$ cat config.mk
export PLATFORM = sky130hd
export DESIGN_NAME = debug_instr_seq_flat
export DESIGN_NICKNAME = d
export VERILOG_FILES = /design/src/rtl/debug_seq_pkg.sv /design/src/rtl/debug_instr_seq_if.sv /design/src/rtl/seq_prog_mem.sv /design/src/rtl/debug_instr_seq.sv /design/src/flat_wrapper.sv
export SDC_FILE = /design/constraint.sdc
export NUM_CORES = 1
export LEC_CHECK = 0
export ABC_AREA = 1
export CORE_MARGIN = 3
export CORE_UTILIZATION = 61
export DETAILED_ROUTE_END_ITERATION = 10
export PLACE_DENSITY_LB_ADDON = 0.05
export SYNTH_ARGS = -nofsm -noshare
export SYNTH_HDL_FRONTEND = slang
export SYNTH_SLANG_ARGS = --single-unit
$ cat constraint.sdc
create_clock -name clk_i -period 3.6 [get_ports clk_i]
set_input_delay 0.9 -clock clk_i [delete_from_list [all_inputs] [get_ports clk_i]]
set_output_delay 0.9 -clock clk_i [all_outputs]
set_load 0.05 [all_outputs]
$ cat src/rtl/debug_seq_pkg.sv
// Shared types and constants for the debug instruction sequencer.
package debug_seq_pkg;

    typedef enum logic [1:0] {
        IDLE = 2'd0,
        RUN  = 2'd1,
        DONE = 2'd2
    } seq_state_e;

    localparam logic [31:0] SEQ_NOP = 32'h0000_0000;

endpackage

$ cat src/rtl/debug_instr_seq_if.sv
// Host-side bus of the debug instruction sequencer: program load, replay control and CPU-facing outputs.
interface debug_instr_seq_if #(
    parameter int unsigned DATAWIDTH = 32,
    parameter int unsigned DEPTH     = 16
);
    localparam int unsigned CW = $clog2(DEPTH + 1);

    logic                 wr_en_i;
    logic [DATAWIDTH-1:0] wr_data_i;
    logic                 clear_i;
    logic                 start_i;
    logic                 stop_i;
    logic                 loop_i;
    logic                 stall_i;
    logic [DATAWIDTH-1:0] instr_o;
    logic                 instr_valid_o;
    logic                 busy_o;
    logic                 done_o;
    logic [CW-1:0]        count_o;
    logic                 full_o;

    modport master (
        output wr_en_i, wr_data_i, clear_i, start_i, stop_i, loop_i, stall_i,
        input  instr_o, instr_valid_o, busy_o, done_o, count_o, full_o
    );

    modport slave (
        input  wr_en_i, wr_data_i, clear_i, start_i, stop_i, loop_i, stall_i,
        output instr_o, instr_valid_o, busy_o, done_o, count_o, full_o
    );

endinterface

$ cat src/rtl/seq_prog_mem.sv
// Program storage: DEPTH x DATAWIDTH register array, one synchronous write port, one combinational read port.
module seq_prog_mem #(
    parameter int unsigned DATAWIDTH = 32,
    parameter int unsigned DEPTH     = 16,
    localparam int unsigned AW       = $clog2(DEPTH)
) (
    input  logic                 clk_i,
    input  logic                 we_i,
    input  logic [AW-1:0]        waddr_i,
    input  logic [DATAWIDTH-1:0] wdata_i,
    input  logic [AW-1:0]        raddr_i,
    output logic [DATAWIDTH-1:0] rdata_o
);

    // Contents deliberately survive reset; only the fill count is cleared.
    logic [DATAWIDTH-1:0] mem_q [DEPTH];

    always_ff @(posedge clk_i) begin
        if (we_i) begin
            mem_q[waddr_i] <= wdata_i;
        end
    end

    assign rdata_o = mem_q[raddr_i];

endmodule

$ cat src/rtl/debug_instr_seq.sv
// Debug instruction sequencer: loads a small program and replays it one word per cycle (one-shot or loop).
// Optional SEQ_LOOP_CNT_EN adds a saturating wrap counter on loops_o.
module debug_instr_seq
    import debug_seq_pkg::*;
#(
    parameter int unsigned          DATAWIDTH = 32,
    parameter int unsigned          DEPTH     = 16,
    parameter logic [DATAWIDTH-1:0] NOP_INSTR = DATAWIDTH'(SEQ_NOP)
) (
    input  logic            clk_i,
    input  logic            rst_ni,
    debug_instr_seq_if.slave bus
`ifdef SEQ_LOOP_CNT_EN
    ,
    output logic [15:0]     loops_o
`endif
);

    localparam int unsigned AW = $clog2(DEPTH);
    localparam int unsigned CW = $clog2(DEPTH + 1);

    seq_state_e           state_q, state_d;
    logic [CW-1:0]        count_q, count_d;
    logic [AW-1:0]        rd_ptr_q, rd_ptr_d;
    logic                 loop_q, loop_d;
    logic                 last_q, last_d;
    logic [DATAWIDTH-1:0] instr_q, instr_d;
    logic                 valid_q, valid_d;
    logic                 done_q, done_d;
`ifdef SEQ_LOOP_CNT_EN
    logic [15:0]          loops_q, loops_d;
`endif

    logic                 mem_we;
    logic [DATAWIDTH-1:0] mem_rdata;
    logic                 full;

    assign full = (count_q == CW'(DEPTH));

    seq_prog_mem #(
        .DATAWIDTH (DATAWIDTH),
        .DEPTH     (DEPTH)
    ) u_mem (
        .clk_i   (clk_i),
        .we_i    (mem_we),
        .waddr_i (count_q[AW-1:0]),
        .wdata_i (bus.wr_data_i),
        .raddr_i (rd_ptr_q),
        .rdata_o (mem_rdata)
    );

    always_comb begin
        state_d  = state_q;
        count_d  = count_q;
        rd_ptr_d = rd_ptr_q;
        loop_d   = loop_q;
        last_d   = last_q;
        instr_d  = instr_q;
        valid_d  = valid_q;
        done_d   = 1'b0;
        mem_we   = 1'b0;
`ifdef SEQ_LOOP_CNT_EN
        loops_d  = loops_q;
`endif
        unique case (state_q)
            IDLE: begin
                instr_d = NOP_INSTR;
                valid_d = 1'b0;
                if (bus.start_i) begin
`ifdef SEQ_LOOP_CNT_EN
                    loops_d = '0;
`endif
                    if (count_q != '0) begin
                        state_d  = RUN;
                        rd_ptr_d = '0;
                        loop_d   = bus.loop_i;
                        last_d   = 1'b0;
                    end else begin
                        state_d = DONE;
                        done_d  = 1'b1;
                    end
                end else if (bus.clear_i) begin
                    count_d = '0;
                end else if (bus.wr_en_i && !full) begin
                    mem_we  = 1'b1;
                    count_d = count_q + CW'(1);
                end
            end
            RUN: begin
                // last_q marks that the final one-shot entry is already on instr_o.
                if (bus.stop_i || (!bus.stall_i && last_q)) begin
                    state_d = DONE;
                    done_d  = 1'b1;
                    instr_d = NOP_INSTR;
                    valid_d = 1'b0;
                end else if (!bus.stall_i) begin
                    instr_d = mem_rdata;
                    valid_d = 1'b1;
                    if (CW'(rd_ptr_q) == count_q - CW'(1)) begin
                        if (loop_q) begin
                            rd_ptr_d = '0;
`ifdef SEQ_LOOP_CNT_EN
                            if (loops_q != 16'hFFFF) begin
                                loops_d = loops_q + 16'd1;
                            end
`endif
                        end else begin
                            last_d = 1'b1;
                        end
                    end else begin
                        rd_ptr_d = rd_ptr_q + AW'(1);
                    end
                end
            end
            DONE: begin
                state_d = IDLE;
                instr_d = NOP_INSTR;
                valid_d = 1'b0;
            end
            default: begin
                state_d = IDLE;
                instr_d = NOP_INSTR;
                valid_d = 1'b0;
            end
        endcase
    end

    always_ff @(posedge clk_i or negedge rst_ni) begin
        if (!rst_ni) begin
            state_q  <= IDLE;
            count_q  <= '0;
            rd_ptr_q <= '0;
            loop_q   <= 1'b0;
            last_q   <= 1'b0;
            instr_q  <= NOP_INSTR;
            valid_q  <= 1'b0;
            done_q   <= 1'b0;
`ifdef SEQ_LOOP_CNT_EN
            loops_q  <= '0;
`endif
        end else begin
            state_q  <= state_d;
            count_q  <= count_d;
            rd_ptr_q <= rd_ptr_d;
            loop_q   <= loop_d;
            last_q   <= last_d;
            instr_q  <= instr_d;
            valid_q  <= valid_d;
            done_q   <= done_d;
`ifdef SEQ_LOOP_CNT_EN
            loops_q  <= loops_d;
`endif
        end
    end

    assign bus.instr_o       = instr_q;
    assign bus.instr_valid_o = valid_q;
    assign bus.busy_o        = (state_q == RUN);
    assign bus.done_o        = done_q;
    assign bus.count_o       = count_q;
    assign bus.full_o        = full;
`ifdef SEQ_LOOP_CNT_EN
    assign loops_o           = loops_q;
`endif

endmodule

$ cat src/flat_wrapper.sv
// flat-port wrapper written by rule: the top's interface ports become plain ports
module debug_instr_seq_flat import debug_seq_pkg::*;
#(
    parameter int unsigned          DATAWIDTH = 32,
    parameter int unsigned          DEPTH     = 16,
    parameter logic [DATAWIDTH-1:0] NOP_INSTR = DATAWIDTH'(SEQ_NOP)
)
  (clk_i, rst_ni, bus_wr_en_i, bus_wr_data_i, bus_clear_i, bus_start_i, bus_stop_i, bus_loop_i, bus_stall_i, bus_instr_o, bus_instr_valid_o, bus_busy_o, bus_done_o, bus_count_o, bus_full_o);
  debug_instr_seq_if #(.DATAWIDTH(DATAWIDTH), .DEPTH(DEPTH)) bus_i ();
  input  logic clk_i;
  input  logic rst_ni;
  input wire logic [$bits(bus_i.wr_en_i)-1:0] bus_wr_en_i;
  input wire logic [$bits(bus_i.wr_data_i)-1:0] bus_wr_data_i;
  input wire logic [$bits(bus_i.clear_i)-1:0] bus_clear_i;
  input wire logic [$bits(bus_i.start_i)-1:0] bus_start_i;
  input wire logic [$bits(bus_i.stop_i)-1:0] bus_stop_i;
  input wire logic [$bits(bus_i.loop_i)-1:0] bus_loop_i;
  input wire logic [$bits(bus_i.stall_i)-1:0] bus_stall_i;
  output wire logic [$bits(bus_i.instr_o)-1:0] bus_instr_o;
  output wire logic [$bits(bus_i.instr_valid_o)-1:0] bus_instr_valid_o;
  output wire logic [$bits(bus_i.busy_o)-1:0] bus_busy_o;
  output wire logic [$bits(bus_i.done_o)-1:0] bus_done_o;
  output wire logic [$bits(bus_i.count_o)-1:0] bus_count_o;
  output wire logic [$bits(bus_i.full_o)-1:0] bus_full_o;
  assign bus_i.wr_en_i = bus_wr_en_i;
  assign bus_i.wr_data_i = bus_wr_data_i;
  assign bus_i.clear_i = bus_clear_i;
  assign bus_i.start_i = bus_start_i;
  assign bus_i.stop_i = bus_stop_i;
  assign bus_i.loop_i = bus_loop_i;
  assign bus_i.stall_i = bus_stall_i;
  assign bus_instr_o = bus_i.instr_o;
  assign bus_instr_valid_o = bus_i.instr_valid_o;
  assign bus_busy_o = bus_i.busy_o;
  assign bus_done_o = bus_i.done_o;
  assign bus_count_o = bus_i.count_o;
  assign bus_full_o = bus_i.full_o;
  debug_instr_seq #(.DATAWIDTH(DATAWIDTH), .DEPTH(DEPTH), .NOP_INSTR(NOP_INSTR)) u_core (.clk_i(clk_i), .rst_ni(rst_ni), .bus(bus_i));
endmodule
# == After elaboration in Yosys (flattened, before gate mapping) ==
# Memories as Yosys holds them, arrays and structs flattened.
# Cells that the tools add are included.
# classes
eq_ne,12
muxes,36
bitwise_logic,1
reduce_logical,14
add_sub_neg,3
# ops
op,count
2-to-1 mux 32 bit,3
2-to-1 mux 4 bit,6
2-to-1 mux 1 bit,18
2-to-1 mux 5 bit,2
inequality test 2 bit (second input constant),4
one-hot mux 4 bit (2 select lines),1
AND reduction 7 bit,1
2-to-1 mux 2 bit,3
inequality test 2 x 1 -> 1 bit (second input constant),3
inequality test 3 x 2 -> 1 bit (second input constant),2
AND reduction 3 bit,2
AND reduction 6 bit,1
adder 5 x 1 -> 5 bit (second input constant),1
== test 4 x 5 -> 1 bit,1
== test 5 bit (second input constant),1
nonzero test 5 bit,1
subtractor 5 x 1 -> 5 bit (second input constant),1
adder 4 x 1 -> 4 bit (second input constant),1
one-hot mux 1 bit (2 select lines),2
one-hot mux 2 bit (2 select lines),1
nonzero test 2 bit,2
== test 2 x 1 -> 1 bit (second input constant),1
logical AND 1 bit,2
logical NOT 1 bit,2
other kinds (4),4
# word_totals
memories,1
reg_bits,47
mem_bits_rw,512
inputBits,40
output_inout_bits,41
elab_cells,75
# mem_list
memory,words,width,read_ports,rd_clocked_by_memory_dff,wr,line,source
u_core.u_mem.mem_q,16,32,1,0,1,seq_prog_mem.sv:16,logic [DATAWIDTH-1:0] mem_q [DEPTH];

# == Logic depth before layout (Yosys ltp) ==
# Gate-level depths: netlist of the first run.
# depth
ltp_word,9
depth_mapped,13
ltp_nobuf,13

# == Cells and area by module ==
# A second synthesis of the first run with hierarchy kept.
# hier_totals
cells_unflattened,2355
area_unflattened_um2,24548.5
# modules_own_cells
module,seq_area_each_um2,instances,cells_each,area_each_um2
seq_prog_mem,15374.7,1,2088,22089.9
debug_instr_seq,1176.1,1,267,2458.6

# == Least setup slack after synthesis of the first run ==
# Ideal clock, no wire load.
# synth_path
path_type,register -> register
start,reg u_core.count_q[0] (netlist: u_core.bus.count_o[0])
end,mem u_core.u_mem.mem_q[11][0] (enable)
setup_time_ps,421
arrival_time_ps,3159
n_path_buf,0
required_time_ps,3179
period_less_slack_ps,3580
path_stages_with_launch,12
slack_ps,20
cell_sequence,dfrtp_1 -> inv_1 -> ha_1 -> inv_1 -> nor2_2 -> nand2_1 -> nand2_1 -> inv_1 -> nand2_1 -> inv_1 -> nand2_1 -> nor2_1
# synth_between
elab_chain_cells,9
# synth_lines
element,line,source
"start, declared",debug_instr_seq.sv:23,"logic [CW-1:0] count_q, count_d;"
"start signal, assigned",debug_instr_seq.sv:143,count_q <= count_d;
== test 5 bit,debug_instr_seq.sv:38,assign full = (count_q == CW'(DEPTH));
logical NOT 1 bit,debug_instr_seq.sv:84,end else if (bus.wr_en_i && !full) begin
logical AND 1 bit,debug_instr_seq.sv:84,
2-to-1 mux 1 bit,debug_instr_seq.sv:84,
2-to-1 mux 1 bit,debug_instr_seq.sv:82,end else if (bus.clear_i) begin
2-to-1 mux 1 bit,debug_instr_seq.sv:69,if (bus.start_i) begin
2-to-1 mux 1 bit,debug_instr_seq.sv:65,unique case (state_q)
2-to-1 mux 1 bit,seq_prog_mem.sv:19,if (we_i) begin
2-to-1 mux 1 bit (not written as such),seq_prog_mem.sv:20,mem_q[waddr_i] <= wdata_i;
"end, declared",seq_prog_mem.sv:16,
# Several ways; a longest one is shown, not always the timed one.

# == Worst setup path after layout of the first run ==
# layout_path
start,reg u_core.count_q[0] (netlist: u_core.bus.count_o[0])
end,out bus_full_o
# layout_between
elab_chain_cells,1
# layout_lines
element,line,source
== test 5 bit,debug_instr_seq.sv:38,
"end, declared",flat_wrapper.sv:24,output wire logic [$bits(bus_i.full_o)-1:0] bus_full_o;
# No other way between the ends.

==> reports/qor.txt, run 1 <==
Result of the run = finished clean
Number of distinct library cells after synthesis = 29
Resize count post-CTS = 0
Syn nets = 1,932
Pwr per Cell Area = 618 nW/µm²
Later-pin clock latency in the skew report = 0.59 ns
Count of hold-fix buffers inserted at cts = 0
Maximum clock rate = 317 MHz
Seq/Total Area, Yosys = 73.3%
Post-synth top flop = sky130_fd_sc_hd__edfxtp_1
Number of port buffers = 80
FF+latch count, synth = 559
Inserted Diodes = 0
Startpoint type of the worst setup path = flop
Clock buffers created by TritonCTS = 55
Total core area = 36,000 µm²
Post-synthesis async set-or-reset flop share = 8.41%
Post-Synth XOR/XNOR Area = 0.155%
Share of cell area taken by muxes after synthesis = 0%
Worst R2R Start = u_core.bus.count_o[0]
Crit path setup slack, layout = 0.444 ns
Share of layout cells above drive strength 1 = 7.35%
Main combinational cell family by area after synthesis = simple AND/OR/NAND/NOR gates
Number of maximum-capacitance constraint violations = 0
Synthesized-area fraction occupied by adder cells = 0.277%
Final routed wire length divided by cell count = 20.8 µm
Detail Route Antenna Nets = 0
Cell count after placement = 2,361
Routed via count = 14,200
Worst clock skew = 0.0182 ns
Worst endpoint data arrival time = 2.26 ns
Compound-Gate Fraction of Synth Area = 5.03%
Worst slew margin = 36.6%
Post-Layout Cell Count = 2,462
Final hold violations = 0
Max clock buf depth = 3
Syn Area/Cell = 12.0 µm²
Core Rows = 69
Time the final worst path needs with I/O delays and setup = 3.16 ns
Maximum vdd ir drop = 0.000578 V
Synth-to-layout area growth = 13.9%
Critical Setup Path Class = flop to output port
Type of element capturing the critical path = output port
Clock slew at reported path FFs = 0.06 ns
Half-perimeter wire length after detailed placement = 28,100 µm
Post-Synthesis Cell Area = 22,600 µm²
Number of enable flip-flop cells after synthesis = 512
Internal power = 11.3 mW
Power share of the clock group = 34.1%
Leakage = 9.28 nW
Via-to-Cell Ratio = 5.77
Fraction of post-synthesis cell area in the top cell type by area = 68.1%
Number of nets in the layout = 2,002
First-pass GRT wire length = 79,100 µm
Die area = 39,300 µm²
Vert. Die Dim = 198 µm
Die extent in x = 198 µm
CTS sink count = 559
Sequential power share = 46.4%
Antenna violations before repair = 1
Post-Place Worst Slack = 0.450 ns
Gate count of the mapped netlist = 1,887
Setup Viol. Count Final = 0
Top area cells in the synthesized netlist = sky130_fd_sc_hd__edfxtp_1, sky130_fd_sc_hd__nand2_1, sky130_fd_sc_hd__dfrtp_1
Fin util = 71.4%
First-pass DRT Iterations = 5
Type of the most critical hold path = input pin to async pin
Iteration-0 DRC Markers = 1,203
Post-Synth Simple-Gate Area = 17.2%
Power dissipated by switching net loads = 4.63 mW
Global-route usage over all layers = 26.6%
Starting utilization of the core area = 62.7%
Gr ovfl total = 0
Root buf cell = sky130_fd_sc_hd__clkbuf_16
Clock tree from TritonCTS = built
Unrepaired setup endpoints after global routing = false
Number of ports placed on the die boundary = 81
Final Max Tran Viols = 0
Switching Fraction = 29.2%
Library cell with the highest instance count after synthesis = sky130_fd_sc_hd__nand2_1
Logic depth of the worst register-to-register path = 12
Remaining routing DRC violations = 0
Least-Margin Pin Slew = 0.951 ns
Worst hold margin = 0.456 ns
Maximum number of pins on one net before global-route repair = 164
Number of H-tree levels = 2
Final Wtd Congestion = 0.811
Combinational group share of total power = 19.5%
Synth top cells by count = sky130_fd_sc_hd__nand2_1, sky130_fd_sc_hd__edfxtp_1, sky130_fd_sc_hd__nor2_1, sky130_fd_sc_hd__nand3_1, sky130_fd_sc_hd__o21ai_0
Start point of the critical path = u_core.bus.count_o[0]
Library cell with the largest summed area after synthesis = sky130_fd_sc_hd__edfxtp_1
TNS Setup = 0 ns
Vias in the first global route = 13,800
Critical path peak fanout = 7
Req. time, crit path = 2.70 ns
Final critical-path share of the clock period = 87.7%
Aggregate routed wire length = 51,100 µm
Warning count from the yosys run = 0
Post-CTS setup repair buffer count = 0
==> critical path: stages, from the launching register on <==
cell and delay (ns):
sky130_fd_sc_hd__dfrtp_1 0.45, sky130_fd_sc_hd__inv_1 0.17, sky130_fd_sc_hd__ha_1 0.26, sky130_fd_sc_hd__inv_1 0.09, sky130_fd_sc_hd__nor2_2 0.14, sky130_fd_sc_hd__nand2_1 0.08, sky130_fd_sc_hd__inv_1 0.06, sky130_fd_sc_hd__dlymetal6s2s_1 0.42
==> placed cells by master, fill, tap and decap left out, types with 10 or more instances in the layout <==
| master | netlist | final |
|---|---|---|
| sky130_fd_sc_hd__nand3_1 | 159 | 159 |
| sky130_fd_sc_hd__nor2_1 | 204 | 188 |
| sky130_fd_sc_hd__o211ai_1 | 84 | 84 |
| sky130_fd_sc_hd__o21ai_0 | 90 | 90 |
| sky130_fd_sc_hd__clkbuf_1 | 26 | 16 |
| sky130_fd_sc_hd__nand4_1 | 25 | 25 |
| sky130_fd_sc_hd__clkdlybuf4s50_1 | 0 | 78 |
| sky130_fd_sc_hd__buf_12 | 0 | 21 |
| sky130_fd_sc_hd__inv_1 | 67 | 66 |
| sky130_fd_sc_hd__edfxtp_1 | 512 | 512 |
| sky130_fd_sc_hd__nand2_1 | 564 | 564 |
| sky130_fd_sc_hd__nor2_4 | 1 | 18 |
| sky130_fd_sc_hd__buf_4 | 7 | 17 |
| sky130_fd_sc_hd__clkinv_2 | 1 | 11 |
| sky130_fd_sc_hd__dfrtp_1 | 47 | 44 |
| sky130_fd_sc_hd__clkinv_1 | 0 | 10 |
| sky130_fd_sc_hd__clkbuf_16 | 0 | 56 |
==> per-stage QoR <==
stage,instance area [µm²],total power [mW]
after floorplan,22600,9.72
after global placement,24000,10.6
after detailed placement,24000,10.6
after CTS,25700,16.0
after global routing,25700,16.6
final,25700,15.9
==> cell type report <==
class / count / area, µm²
clock inverter: 27 / 219
multi-input combinational: 1150 / 5240
timing repair buffer: 118 / 1350
fill: 2479 / 10300
sequential: 559 / 16600
tap: 461 / 577
clock buffer: 74 / 1490
inverter: 73 / 280
==> worst paths after layout <==
check | slack, ns | endpoint
min in group clk_i | 0.48 | u_core.bus.instr_o[22]
min | 0.46 | u_core.bus.instr_o[24]
max reg2reg | 0.89 | u_core.u_mem.mem_q[14][2]
max | 0.44 | bus_full_o
min reg2reg | 0.48 | u_core.bus.instr_o[22]
max in group asynchronous | 2.34 | u_core.bus.instr_o[7]
==> routing by layer <==
| layer | up-vias | share of wire (%) | GRT usage [%] | wire length, µm |
|---|---|---|---|---|
| met1 | 6806 | 42 | 38.6 | 21700 |
| li1 | 6701 | - | - | - |
| met3 | 92 | 8.2 | 4.51 | 4170 |
| met2 | 595 | 47 | 42.0 | 24000 |
| met4 | 2 | 2.4 | 8.31 | 1220 |
| met5 | - | 0.016 | 0 | 8 |
==> power by group through the flow <==
stage                     clock network [mW]  logic (mW)  registers, mW
final                                   5.42        3.09           7.38
after global routing                    5.76        3.45           7.39
after CTS                               5.50        3.10           7.38
after detailed placement                   0        3.09           7.51
after global placement                     0        3.05           7.51
after floorplan                            0        2.12           7.60
==> cell families after synthesis <==
logic type	Yosys count
buffers and inverters	178
AOI/OAI and AO/OA	182
adders and majority gates	5
xor gates and xnor gates	4
DFF	559
and+or+nand+nor	959
==> registers in the layout (all words and copies together) (netlist names) <==
name and cells:
u_core.state_q 2, u_core.bus.instr_valid_o 1, u_core.bus.count_o 5, u_core.rd_ptr_q 4
u_core.u_mem.mem_q 512, u_core.bus.instr_o 32, u_core.loop_q 1, u_core.last_q 1
u_core.bus.done_o 1
Power figures use the tool's default switching activity.
==> run 2: changes to the inputs <==
Settings changed: SLEW_MARGIN set to 20.
==> results of run 2 <==
The final DEF is identical to that of run 1; final timing and power are the same.
